--- config.mk ---
export PLATFORM = sky130hd
export DESIGN_NAME = adc_frame_sched
export DESIGN_NICKNAME = d
export VERILOG_FILES = /design/src/rtl/adc_frame_sched.sv
export SDC_FILE = /design/constraint.sdc
export NUM_CORES = 1
export LEC_CHECK = 0
export ABC_AREA = 1
export CORE_MARGIN = 3
export CORE_UTILIZATION = 59
export CTS_CLUSTER_DIAMETER = 40
export CTS_CLUSTER_SIZE = 24
export DETAILED_ROUTE_END_ITERATION = 8
export PLACE_DENSITY = 0.84
export REMOVE_ABC_BUFFERS = 1
export SLEW_MARGIN = 20
export SYNTH_ARGS = -nofsm -noshare
export SYNTH_HDL_FRONTEND = slang
export SYNTH_SLANG_ARGS = --single-unit
--- constraint.sdc ---
create_clock -name clk -period 4 [get_ports clk]
set_input_delay 1.2 -clock clk [delete_from_list [all_inputs] [get_ports clk]]
set_output_delay 1.2 -clock clk [all_outputs]
set_load 0.03 [all_outputs]
--- src/rtl/adc_frame_sched.sv ---
// ADC frame scheduler: decimates DRDY pulses, launches SPI frame reads, and publishes completed frames.
// Flags DRDY overruns and capture timeouts.
module adc_frame_sched #(
  parameter int unsigned TIMEOUT_CYCLES = 4096,
  parameter int unsigned CNT_W          = 32
) (
  input  logic             clk,
  input  logic             rst,
  input  logic             enable,
  input  logic             drdy_fall_pulse,
  input  logic [7:0]       decim,
  input  logic             spi_done,
  input  logic             status_clear,
  output logic             spi_start,
  output logic             frame_valid,
  output logic [CNT_W-1:0] frame_cnt,
  output logic             busy,
  output logic             overrun,
  output logic             timeout
);

  typedef enum logic [1:0] {
    S_IDLE    = 2'd0,
    S_WAIT    = 2'd1,
    S_START   = 2'd2,
    S_CAPTURE = 2'd3
  } state_t;

  localparam logic [15:0] TMR_LAST = 16'(TIMEOUT_CYCLES - 1);

  state_t      state;
  state_t      state_nxt;
  logic [7:0]  dcnt;
  logic [15:0] tmr;

  logic in_flight;
  logic accept;
  logic hit;
  logic done_evt;
  logic tmo_evt;
  logic ovr_evt;

  always_comb begin
    in_flight = (state == S_START) || (state == S_CAPTURE);
    accept    = (state == S_WAIT) && enable && drdy_fall_pulse;
    // Equality only: a lowered decim lets dcnt run on and wrap through 255.
    hit       = accept && (dcnt == decim);
    done_evt  = (state == S_CAPTURE) && spi_done;
    tmo_evt   = (state == S_CAPTURE) && !spi_done && (tmr == TMR_LAST);
    ovr_evt   = in_flight && drdy_fall_pulse;
  end

  // State register
  always_ff @(posedge clk) begin
    if (rst) begin
      state <= S_IDLE;
    end else begin
      state <= state_nxt;
    end
  end

  // Next-state logic
  always_comb begin
    state_nxt = state;
    case (state)
      S_IDLE: begin
        if (enable) state_nxt = S_WAIT;
      end
      S_WAIT: begin
        if (!enable)  state_nxt = S_IDLE;
        else if (hit) state_nxt = S_START;
      end
      S_START: begin
        state_nxt = S_CAPTURE;
      end
      S_CAPTURE: begin
        if (done_evt || tmo_evt) state_nxt = enable ? S_WAIT : S_IDLE;
      end
      default: state_nxt = S_IDLE;
    endcase
  end

  // State-decoded outputs
  always_comb begin
    spi_start = (state == S_START);
    busy      = in_flight;
  end

  always_ff @(posedge clk) begin
    if (rst) begin
      dcnt        <= 8'd0;
      tmr         <= 16'd0;
      frame_cnt   <= '0;
      frame_valid <= 1'b0;
      overrun     <= 1'b0;
      timeout     <= 1'b0;
    end else begin
      frame_valid <= done_evt;
      if (done_evt) frame_cnt <= frame_cnt + CNT_W'(1);

      if (state == S_IDLE) begin
        dcnt <= 8'd0;
      end else if (state == S_WAIT) begin
        if (!enable)     dcnt <= 8'd0;
        else if (hit)    dcnt <= 8'd0;
        else if (accept) dcnt <= dcnt + 8'd1;
      end

      if (state == S_START) begin
        tmr <= 16'd0;
      end else if ((state == S_CAPTURE) && !spi_done) begin
        tmr <= tmr + 16'd1;
      end

      // A set event in the same cycle as status_clear keeps the flag high.
      if (ovr_evt)           overrun <= 1'b1;
      else if (status_clear) overrun <= 1'b0;

      if (tmo_evt)           timeout <= 1'b1;
      else if (status_clear) timeout <= 1'b0;
    end
  end

endmodule

==> flow_summary_export.csv <==
group,metric,value,unit
synthesis,yosysSeqAreaShare,0.341,
timing,fmaxAchievable,0.335,GHz
worst_setup_path,crit_fanout,8,
global_routing,grt-ovfl-total,0,
synthesis,async_flop_share,0,
worst_setup_path,cp.required,2.80,ns
clock_tree,numCtsBuffers,9,
placement,dpl_worst_slack,0.999,ns
timing,final_max_slew_viol_count,0,
clock_tree,root_buffer,"clkbuf_8",
pwr,netSwitchingFraction,0.238,
synthesis,synth-main-ff-cell,"dfxtp_1",
pwr,clockPowerShare,0.446,
synthesis,synth-seq-cells,61,
die,ios,51,
worst_setup_path,worst_path_max_delay_cell,"clkdlybuf4s50_1",
clock_tree,cts.path.max_buffers,2,
worst_setup_path,ff2ff_path_depth,11,
die,num_rows,27,
pwr,ir_worst_vdd,0.243,mV
pwr,leakage,0.00164,uW
final_layout,final_cells,693,
global_routing,grt_pass1_vias,3462,
drt,antenna_left,0,
worst_setup_path,crit_path_max_incr_delay,0.70,ns
timing,setup_viol,0,
worst_setup_path,end_kind,"output pin",
final_layout,fill_cells,470,
clock_tree,cts_tree,"built",
global_routing,grt_max_degree,19,
die,die_x,83.9,um
drt,drc,0,
final_layout,diodes,0,
synthesis,netlist_area,3580,um^2
final_layout,nNetsFinal,634,
timing,tns,0,ns
drt,wirelength,8.64,mm
clock_tree,insertion_delay,0.35,ns
worst_setup_path,r2r_end,"frame_cnt[16]",
die,start_util,0.630,
clock_tree,cts.sinks,61,
pwr,powerDensity,277,nW/um^2
placement,hpwl,6.48,mm
timing,fin_crit,2.98,ns
worst_setup_path,endpoint,"spi_start",
timing,max_slew_margin,0.626,
final_layout,layout_common_cells,"nand2_1 (156), inv_1 (82), nor2_1 (76)",
pwr,combPwrFrac,0.045,
worst_setup_path,r2r_setup_slack,2.13,ns
drt,vias,3633,
hold_path,hold_depth,2,
global_routing,grtUsageTotal,0.252,
clock_tree,cts_hold_buf,0,
synthesis,avgSynthCellArea,6.35,um^2
timing,fin_ws,1.02,ns
final_layout,final_common_cell,"nand2_1",
clock_tree,post_cts_buffers,0,
synthesis,synth_edf_count,0,
drt,wl_per_cell,12.5,um
global_routing,antenna_found_initial,0,
hold_path,min_path_type,"reg2reg",
clock_tree,clkTransAtPathRegs,0.07,ns
pwr,net-switching-power,286,uW
final_layout,drive_gt1_frac,0.0676,
clock_tree,htree_levels,3,
timing,post-route-period-util,0.746,
clock_tree,cts_resized,0,
pwr,pwr-share-seq,0.509,
placement,io_buffers,50,
synthesis,synthCells,563,
die,die_y,83.9,um
final_layout,area_growth,20.8,%
drt,routed_via_density,5.24,
final_layout,post-route-util,0.761,
worst_setup_path,cp.arrival,1.78,ns
worst_setup_path,path_cells,"inv_1 -> nor2_1 -> clkdlybuf4s50_1",
outcome,status,"finished, final reports clean",
drt,drt_iter0_markers,204,
timing,hold_violations,0,
synthesis,ys_types,32,
drt,firstDrtPassIters,7,
placement,dp_cells,678,
synthesis,ys_warn_count,0,
timing,fin_skew,0.00751,ns
global_routing,grt_pass1_wl,14.6,mm
timing,worst_pin_slew,0.561,ns
die,core_area,5680,um^2
die,die_area,7030,um^2
pwr,power.internal,913,uW
placement,gp_congestion,0.904,
timing,rsz0062_at_grt,"false",
job,max-cap-violations,0,
worst_setup_path,critPathKind,"reg2out",
worst_setup_path,crit_path_start_kind,"flop",
==> state kept, by name, summed over array words and instances, names as in the netlist, named ones only <==
register and flops:
dcnt 8, frame_cnt 32, timeout 1, frame_valid 1
state 1, tmr 16, overrun 1
==> logic make-up after synthesis <==
logic type,synth area share
flops,0.341
simple gates,0.429
fa+ha+maj,0.0105
xor+xnor,0.0245
buf+inv,0.0973
compound gates,0.0973
==> area by class of cell <==
cell class	count	area, um^2	share of cell area
Clock buffer	11	131	0.0304
Timing Repair Buffer	51	508	0.118
Inverter	83	313	0.0724
Sequential cell	61	1220	0.283
Tap cell	72	90.1	0.0209
Clock inverter	4	50.0	0.0116
Multi-Input combinational cell	411	2010	0.465
==> metrics by stage <==
| stage | total power (uW) | hold WS, ns | cell area [um^2] |
|---|---|---|---|
| floorplan | 649 | 0.445 | 3540 |
| global placement | 676 | 0.451 | 4140 |
| detailed placement | 677 | 0.460 | 4140 |
| CTS | 1210 | 0.476 | 4320 |
| global route | 1240 | 0.500 | 4320 |
| finish | 1200 | 0.476 | 4320 |
==> per-layer routing <==
metal / vias up / wire (um) / GRT usage
li1: 1884 / - / -
met1: 1634 / 3740 / 0.283
met3: 21 / 416 / 0.0563
met5: - / 0 / 0
met2: 94 / 4300 / 0.455
met4: 0 / 188 / 0.105
==> power groups by stage <==
stage / clock (uW) / combinational, uW / sequential [uW]
final: 535 / 54.2 / 610
after global routing: 570 / 60.5 / 609
after CTS: 542 / 53.7 / 610
after detailed placement: 0 / 53.5 / 623
after global placement: 0 / 52.6 / 623
after floorplan: 0 / 26.0 / 623
==> critical path, delay by kind of cell, from the launching register on <==
family / cells / cell delay [ns]
simple gates: 1 / 0.15
flops: 1 / 0.50
buf+inv: 2 / 0.80
==> cell usage after synthesis (2+ instances only) <==
cell type	count	area share
nor2_2	2	0.0035
nor2_1	76	0.080
nand3_1	29	0.041
buf_1	2	0.0021
nand3b_1	4	0.0084
or2_2	3	0.0052
nand2_1	156	0.16
dfxtp_1	61	0.34
ha_1	3	0.010
nor2_4	5	0.016
xor2_1	10	0.024
nand4_1	9	0.016
a21oi_1	45	0.063
o21ai_0	19	0.027
nand2_2	6	0.010
o211ai_1	2	0.0042
inv_1	82	0.086
nor3b_1	2	0.0042
nand2_4	3	0.0094
nor2_8	3	0.017
clkbuf_1	4	0.0042
or2_0	2	0.0035
nor3_2	2	0.0056
nor3_1	25	0.035
==> worst min-delay path by stage <==
stage          endpoint     from
2_1_floorplan   dcnt[6]  dcnt[6]
3_3_place_gp    overrun  overrun
3_5_place_dp    timeout  timeout
4_1_cts         dcnt[6]  dcnt[6]
5_1_grt         dcnt[6]  dcnt[6]
6_report        dcnt[6]  dcnt[6]
Power figures use the tool's default switching activity.
